==> src/rtl/ssi_encoder_emulator.sv <==
// ssi_encoder_emulator: SSI slave that plays an absolute encoder, sending header,
// position, err/warn flags and an inverted CRC6 (x^6+x+1) MSB first.
module ssi_encoder_emulator #(
    parameter int          ENCODER_DATA_BITS = 44,
    parameter logic [63:0] HEADER_VALUE      = 64'd0,
    parameter int          TIMEOUT_CYCLES    = 200
) (
    input  logic        clk_100m,
    input  logic        rst_syn,
    input  logic        ssi_c,
    output logic        ssi_d,
    input  logic [31:0] position,
    input  logic        err_bit,
    input  logic        warn_bit,
    input  logic        inject_crc_err,
    output logic        busy,
    output logic        frame_done,
    output logic        frame_abort,
    output logic [7:0]  frame_cnt
);
    localparam int W  = ENCODER_DATA_BITS;
    localparam int CW = $clog2(W + 1);
    localparam int TW = $clog2(TIMEOUT_CYCLES + 1);

    typedef enum logic [1:0] {IDLE, SHIFT, TIMEOUT} state_t;

    state_t        state_q;
    logic          ssi_s1_q, ssi_s2_q, ssi_prev_q;
    logic [33:0]   payload_q;
    logic          inject_q;
    logic [5:0]    crc_q, crc_d;
    logic [CW-1:0] bit_cnt_q;
    logic [TW-1:0] high_cnt_q;
    logic [W-1:0]  frame_w, frame_sh;
    logic          fall, rise, full;

    assign fall  = ssi_prev_q & ~ssi_s2_q;
    assign rise  = ~ssi_prev_q & ssi_s2_q;
    assign full  = bit_cnt_q == CW'(W);
    // Header bits sit above the 40-bit payload; truncation keeps only W-40 of them
    assign frame_w  = W'({HEADER_VALUE, payload_q, ~(crc_q ^ {5'b0, inject_q})});
    assign frame_sh = frame_w << bit_cnt_q;

    always_comb begin
        crc_d = '0;
        for (int i = 33; i >= 0; i--)
            crc_d = {crc_d[4:1], crc_d[0] ^ crc_d[5] ^ payload_q[i], crc_d[5] ^ payload_q[i]};
    end

    always_ff @(posedge clk_100m or posedge rst_syn) begin
        if (rst_syn) begin
            ssi_s1_q    <= 1'b1;
            ssi_s2_q    <= 1'b1;
            ssi_prev_q  <= 1'b1;
            state_q     <= IDLE;
            payload_q   <= '0;
            inject_q    <= 1'b0;
            crc_q       <= '0;
            bit_cnt_q   <= '0;
            high_cnt_q  <= '0;
            ssi_d       <= 1'b1;
            busy        <= 1'b0;
            frame_done  <= 1'b0;
            frame_abort <= 1'b0;
            frame_cnt   <= '0;
        end else begin
            ssi_s1_q    <= ssi_c;
            ssi_s2_q    <= ssi_s1_q;
            ssi_prev_q  <= ssi_s2_q;
            crc_q       <= crc_d;
            frame_done  <= 1'b0;
            frame_abort <= 1'b0;
            case (state_q)
                IDLE: begin
                    ssi_d      <= 1'b1;
                    bit_cnt_q  <= '0;
                    high_cnt_q <= '0;
                    if (fall) begin
                        payload_q <= {position, err_bit, warn_bit};
                        inject_q  <= inject_crc_err;
                        busy      <= 1'b1;
                        state_q   <= SHIFT;
                    end
                end
                SHIFT: begin
                    // Once every bit is out the shift has emptied, so overclocking reads 0
                    if (rise) begin
                        ssi_d <= frame_sh[W-1];
                        if (!full)
                            bit_cnt_q <= bit_cnt_q + 1'b1;
                    end
                    high_cnt_q <= (fall || !ssi_s2_q) ? '0 : high_cnt_q + 1'b1;
                    if (high_cnt_q == TW'(TIMEOUT_CYCLES)) begin
                        state_q     <= TIMEOUT;
                        frame_done  <= full;
                        frame_abort <= !full;
                        frame_cnt   <= frame_cnt + 8'(full);
                    end
                end
                default: begin
                    ssi_d   <= 1'b1;
                    busy    <= 1'b0;
                    state_q <= IDLE;
                end
            endcase
        end
    end
endmodule

==> config.mk <==
export PLATFORM = sky130hd
export DESIGN_NAME = ssi_encoder_emulator
export DESIGN_NICKNAME = d
export VERILOG_FILES = /design/src/rtl/ssi_encoder_emulator.sv
export SDC_FILE = /design/constraint.sdc
export NUM_CORES = 1
export LEC_CHECK = 0
export ABC_CLOCK_PERIOD_IN_PS = 2800
export BUFFER_PORTS_ARGS = -buffer_cell sky130_fd_sc_hd__buf_2
export CAP_MARGIN = 30
export CORE_UTILIZATION = 50
export CTS_CLUSTER_SIZE = 40
export DETAILED_ROUTE_END_ITERATION = 10
export GPL_TIMING_DRIVEN = 0
export PLACE_DENSITY_LB_ADDON = 0.1
export SETUP_SLACK_MARGIN = 0.5
export SLEW_MARGIN = 5
export SYNTH_ARGS = -nofsm -noshare
export SYNTH_HDL_FRONTEND = slang
export SYNTH_SLANG_ARGS = --single-unit
==> constraint.sdc <==
create_clock -name clk_100m -period 2.8 [get_ports clk_100m]
set_input_delay 0.14 -clock clk_100m [delete_from_list [all_inputs] [get_ports clk_100m]]
set_output_delay 0.14 -clock clk_100m [all_outputs]
set_load 0.005 [all_outputs]
Word level (Yosys, flattened, before mapping)
Cells that the tools add are included.
- register bits: 72
- bits of input ports: 38
- output and inout port bits: 12
- add/sub/neg operators: 3
- muxes and demuxes: 16
- reduce and logical (&&, ||, !) cells: 10
- eq/ne operators: 7
- bitwise gates (word level): 98
- shift operators: 1
- operators by type and width (operator ; count):
    1-bit bitwise XOR ; 91
    40-bit by 6-bit << shifter with 44-bit output ; 1
    8-bit case mux with 2 select lines ; 1
    6-bit 2-to-1 mux ; 2
    6-bit case mux with 2 select lines ; 1
    8-bit by 1-bit adder with 8-bit output ; 1
    8-bit by 1-bit adder with 8-bit output (second input constant) ; 1
    8-bit equality test (second input constant) ; 1
    8-bit 2-to-1 mux ; 1
    2-bit != test (second input constant) ; 4
    2-bit AND reduction ; 4
    1-bit 2-to-1 mux ; 7
    6-bit by 1-bit adder with 6-bit output (second input constant) ; 1
    6-bit equality test (second input constant) ; 1
    6-bit inverter ; 1
    6-bit by 1-bit bitwise XOR with 6-bit output ; 1
    2-bit 2-to-1 mux ; 2
    2-bit case mux with 2 select lines ; 1
    1-bit inverter ; 3
    3-bit AND reduction ; 1
    1-bit bitwise AND ; 2
    2-bit by 1-bit equality test with 1-bit output (second input constant) ; 1
    1-bit zero test ; 2
    2-bit zero test ; 1
    other kinds (3) ; 3

Depth between registers and ports, before layout
- word-level depth: 16
- depth in mapped cells: 10
- depth with buffers taken out: 8

Worst setup path before layout
Ideal clock, no wire load.
- path kind: reg2reg
- start: reg bit_cnt_q[1]
- end: reg frame_cnt[1]
- stages on the path, launching flop included: 10
- arrival time: 1.911 ns
- path slack: 0.764 ns
- setup time: 0.125 ns
- cell sequence: dfrtp_1 buf_2 clkbuf_1 inv_1 ha_1 nand3b_1 nor2_1 ha_1 ha_1 mux2_2
- cells in the longest elaborated chain, start to end: 2
- ends and longest elaborated chain (item ; RTL line ; RTL):
    start: declaration ; 32 ; logic [CW-1:0] bit_cnt_q;
    start signal: assignment ; 90 ; bit_cnt_q <= bit_cnt_q + 1'b1;
    6-bit equality test ; 39 ; assign full = bit_cnt_q == CW'(W);
    8-bit by 1-bit adder with 8-bit output ; 97 ; frame_cnt <= frame_cnt + 8'(full);
    end signal: assignment ; 97 ;
    end: declaration ; 19 ; output logic [7:0] frame_cnt
Every way passes these cells.
A chain may end at the register's enable or synchronous reset.

Final worst setup path
- start: reg payload_q[27]
- end: reg crc_q[2]
- cells in the longest elaborated chain, start to end: 13
- elaborated cells on any way between the ends: 27
- those cells by class: bitwise (27)
- ends and longest elaborated chain (item ; RTL line ; RTL):
    start: declaration ; 29 ; logic [33:0] payload_q;
    start signal: assignment ; 79 ; payload_q <= {position, err_bit, warn_bit};
    1-bit bitwise XOR (11 in a row) ; 47 ; crc_d = {crc_d[4:1], crc_d[0] ^ crc_d[5] ^ payload_q[i], crc_d[5] ^ payload_q[i]};
    1-bit bitwise XOR (*) (2 in a row) ; 47 ;
    via crc_d[2] ; 31 ; logic [5:0] crc_q, crc_d;
    end signal: assignment ; 70 ; crc_q <= crc_d;
    end: declaration ; 31 ;
Mark *: on every way through the listed nets, which the timed path passes. The rest lies on a longest branch.

==> qor.tcl <==
set qor(synth_cells) 300
set qor(cts_tree) {built}
set qor(yosys-top-cells-area) {sky130_fd_sc_hd__dfrtp_1 45%, sky130_fd_sc_hd__mux2_2 11%, sky130_fd_sc_hd__xnor2_1 9.7%}
set qor(drt_drc_violations_left) 0
set qor(cts_buffers) 9
set qor(hold_path_class) {primary input to register}
set qor(cts_sinks) 72
set qor(timing.critical_path.required_ns) 3.07
set qor(clock_tree.root_cell) {sky130_fd_sc_hd__clkbuf_8}
set qor(cell_breakdown_of_the_critical_path) {xnor2_1 > xnor3_1 > xor3_1 > xnor2_1 > xnor2_1 > xnor2_1}
set qor(die_w_um) 89.31
set qor(worstSetupStartpoint) {payload_q[27]}
set qor(post_synthesis_mean_instance_area_um2) 12.70
set qor(antenna_violating_nets_post_route) 0
set qor(area_delta_synth_final_pct) 16.42
set qor(row_count) 31
set qor(placed_wire_length_estimate_after_detailed_placement_um) 5060
set qor(tot_gr_track_use_pct) 19.59
set qor(via_per_inst) 5.167
set qor(yosys.area.top_type) {sky130_fd_sc_hd__dfrtp_1}
set qor(layout_worst_path_cycle_share_pct) 76.58
set qor(detail_route.wirelength_um) 6815
set qor(worst_path_largest_cell_delay_ns) 0.48
set qor(detailroute.via_count) 2413
set qor(finalNetCount) 407
set qor(r2r-start) {payload_q[27]}
set qor(numPlacedInstances) 449
set qor(drive_gt1_share_pct) 35.87
set qor(final_design_utilization_pct) 60.84
set qor(worstSkewPairLatency_ns) 0.34
set qor(placement.io_buffers) 49
set qor(gp_congestion) 0.8241
set qor(cts-root-to-sink-buffers) 2
set qor(fmax_mhz) 466.4
set qor(yosys.cell_types.count) 41
set qor(worst_r2r_path_depth) 6
set qor(timing.rr.end) {crc_q[2]}
set qor(max_slew_margin_pct) 71.86
set qor(total_of_warnings_raised_by_yosys) 0
set qor(layout.cells.non_filler) 467
set qor(crit_path_end) {crc_q[2]}
set qor(cap_violations) 0
set qor(number_of_antenna_violations_at_the_first_check_in_global_routing) 0
set qor(outcome) {finished, final reports clean}
set qor(syn-cell-area_um2) 3811
set qor(endpoint_kind) {register}
set qor(post_cts_buffers) 0
set qor(grt_setup_unrepaired) {true}
set qor(path_depth) 6
set qor(fill_cells) 636
set qor(layout.cell_area.non_filler_um2) 4437
set qor(worst-endpoint-arrival_ns) 2.41
set qor(syn_nets) 344
set qor(worst-setup-path-type) {register to register}
set qor(timing_max_transition_violations_final) 0
set qor(reg2reg_slack_ns) 0.66
set qor(starting_density_of_the_core_pct) 52.26
set qor(setup_viol) 0
set qor(placed_cell_area_um2) 4210
set qor(cp_slowest_cell) {sky130_fd_sc_hd__xnor3_1}
set qor(grt_max_degree) 65
set qor(drt-initial-drc-count) 79
set qor(timing.final.hold_violations) 0
set qor(fin_crit_ns) 2.144
set qor(core_region_area_um2) 7292
set qor(postSynthRegisterBits) 72
set qor(clk_pin_slew_ns) 0.08
set qor(antenna_cells) 0
set qor(first_global_vias) 2488
set qor(synth_seq_area_share_pct) 47.41
set qor(grt.overflow.total) 0
set qor(number_of_buffers_and_inverters_on_the_critical_path) 0
set qor(netlist.area_leader.share_pct) 44.65
set qor(timing.hold.ws_ns) 0.02115
set qor(setup.worst_path.start_class) {register}
set qor(firstDrtPassIters) 4
set qor(final_worst_clock_skew_ns) 0.01153
set qor(io_pins) 50
set qor(wl_per_cell_um) 14.59
set qor(dieHeight_um) 89.31
set qor(critical_path.max_fanout) 4
set qor(depth_of_the_worst_hold_timing_path) 2
set qor(die_area_um2) 7975
set qor(crit_family) {XOR/XNOR gates}
set qor(worst_path_most_repeated_cell) {sky130_fd_sc_hd__xnor2_1}
set qor(cts-htree-levels) 3
set qor(tightestPinTransition_ns) 0.4221
set qor(grt_first_pass_wirelength_um) 11610
## metrics by stage
stage               setup slack [ns]  setup TNS (ns)
finish                        0.6557               0
global route                  0.4941               0
detailed placement            0.3310               0
CTS                           0.5024               0
global placement            -0.04955          -3.077
floorplan                     0.7641               0
## worst min path at each step
stage	startpoint	endpoint	slack, ns
after floorplan	ssi_c	ssi_s1_q	0.14
after global placement	ssi_c	ssi_s1_q	0.25
after detailed placement	rst_syn	frame_cnt[7]	0.05
after CTS	position[3]	payload_q[5]	0.008
after global routing	position[22]	payload_q[24]	0.005
final	position[21]	payload_q[23]	0.02
## repair_timing
| action | in CTS | in global routing |
|---|---|---|
| hold buffers | 2 | 0 |
| hold endpoints to repair | 69 | 0 |
| resized for setup | 3 | 18 |
| endpoints found under the setup margin | 34 | 43 |
| pin swaps | 0 | 1 |
## placed cells by master, fill, tap and decap left out, types with 2 or more instances in the layout
cell,synthesis,final
sky130_fd_sc_hd__a21o_1,2,2
sky130_fd_sc_hd__a31oi_1,2,2
sky130_fd_sc_hd__and3_1,4,4
sky130_fd_sc_hd__buf_2,2,50
sky130_fd_sc_hd__clkbuf_1,9,7
sky130_fd_sc_hd__clkbuf_2,0,7
sky130_fd_sc_hd__clkbuf_4,0,2
sky130_fd_sc_hd__clkbuf_8,0,10
sky130_fd_sc_hd__dfrtp_1,68,68
sky130_fd_sc_hd__dfstp_2,4,4
sky130_fd_sc_hd__dlygate4sd3_1,0,2
sky130_fd_sc_hd__ha_1,6,6
sky130_fd_sc_hd__inv_1,10,8
sky130_fd_sc_hd__mux2_2,38,38
sky130_fd_sc_hd__mux4_2,8,8
sky130_fd_sc_hd__nand2_1,14,14
sky130_fd_sc_hd__nand3_1,7,7
sky130_fd_sc_hd__nand4_1,6,6
sky130_fd_sc_hd__nor2_1,15,14
sky130_fd_sc_hd__nor2b_1,3,3
sky130_fd_sc_hd__o21ai_0,15,15
sky130_fd_sc_hd__xnor2_1,42,40
sky130_fd_sc_hd__xnor2_2,2,4
sky130_fd_sc_hd__xnor3_1,6,6
sky130_fd_sc_hd__xor2_1,16,16
## routing by layer
layer  share of wire (%)  track usage, %
met2                  49           32.89
met3                 3.7           4.709
met1                  47           25.26
met5                   0               0
met4                 1.0           6.061
## synthesized netlist by cell type
library cell	number
sky130_fd_sc_hd__nor2b_1	3
sky130_fd_sc_hd__a211oi_1	1
sky130_fd_sc_hd__buf_1	1
sky130_fd_sc_hd__a21o_1	2
sky130_fd_sc_hd__nor4b_1	2
sky130_fd_sc_hd__xnor2_4	1
sky130_fd_sc_hd__xnor3_1	6
sky130_fd_sc_hd__xnor3_2	1
sky130_fd_sc_hd__o211ai_1	1
sky130_fd_sc_hd__or4_1	1
sky130_fd_sc_hd__mux4_1	1
sky130_fd_sc_hd__nand3b_1	1
sky130_fd_sc_hd__mux2i_1	1
sky130_fd_sc_hd__dfstp_2	4
sky130_fd_sc_hd__buf_2	2
sky130_fd_sc_hd__xor2_1	16
sky130_fd_sc_hd__xnor2_2	2
sky130_fd_sc_hd__and3_1	4
sky130_fd_sc_hd__xor3_1	1
sky130_fd_sc_hd__xnor2_1	42
sky130_fd_sc_hd__o311a_1	1
sky130_fd_sc_hd__nand4_1	6
sky130_fd_sc_hd__a22o_1	1
sky130_fd_sc_hd__inv_1	10
sky130_fd_sc_hd__a31oi_1	2
sky130_fd_sc_hd__and2_1	1
sky130_fd_sc_hd__mux2_2	38
sky130_fd_sc_hd__o311ai_0	1
sky130_fd_sc_hd__nor2_1	15
sky130_fd_sc_hd__nand3_1	7
sky130_fd_sc_hd__mux4_2	8
sky130_fd_sc_hd__clkbuf_1	9
sky130_fd_sc_hd__o21ai_0	15
sky130_fd_sc_hd__dfrtp_1	68
sky130_fd_sc_hd__a2bb2oi_1	1
sky130_fd_sc_hd__a221o_1	1
sky130_fd_sc_hd__a21oi_1	1
sky130_fd_sc_hd__nand2_1	14
sky130_fd_sc_hd__o31ai_1	1
sky130_fd_sc_hd__ha_1	6
sky130_fd_sc_hd__nand4b_1	1
## state kept, by name, indices dropped and copies added, names as in the netlist, 2 cells and up
name	flops
bit_cnt_q	6
crc_q	6
frame_cnt	8
high_cnt_q	8
payload_q	34
state_q	2
## cell type report
class | instances | area (um2) | area share, %
multi-input cells | 206 | 1947 | 43.88
flip-flops and latches | 72 | 1807 | 40.72
repair buffers | 52 | 292.8 | 6.599
clock buffers | 15 | 156.4 | 3.525
well taps | 99 | 123.9 | 2.792
plain buffers | 12 | 62.56 | 1.410
inverters | 10 | 40.04 | 0.9024
clock inverters | 1 | 7.507 | 0.1692
## kinds of logic after synthesis
logic type / share of synthesized area, %
multiplexers: 16.91
AND/OR/NAND/NOR: 7.157
XOR/XNOR: 19.70
flip-flops: 47.41
adder cells (fa/ha/maj): 1.970
buffers and inverters: 2.232
AO/OA/AOI/OAI: 4.629
Power is left out: the tool's default activity adds up to more than one toggle a clock period on the data nets, which glitch-free logic cannot reach.
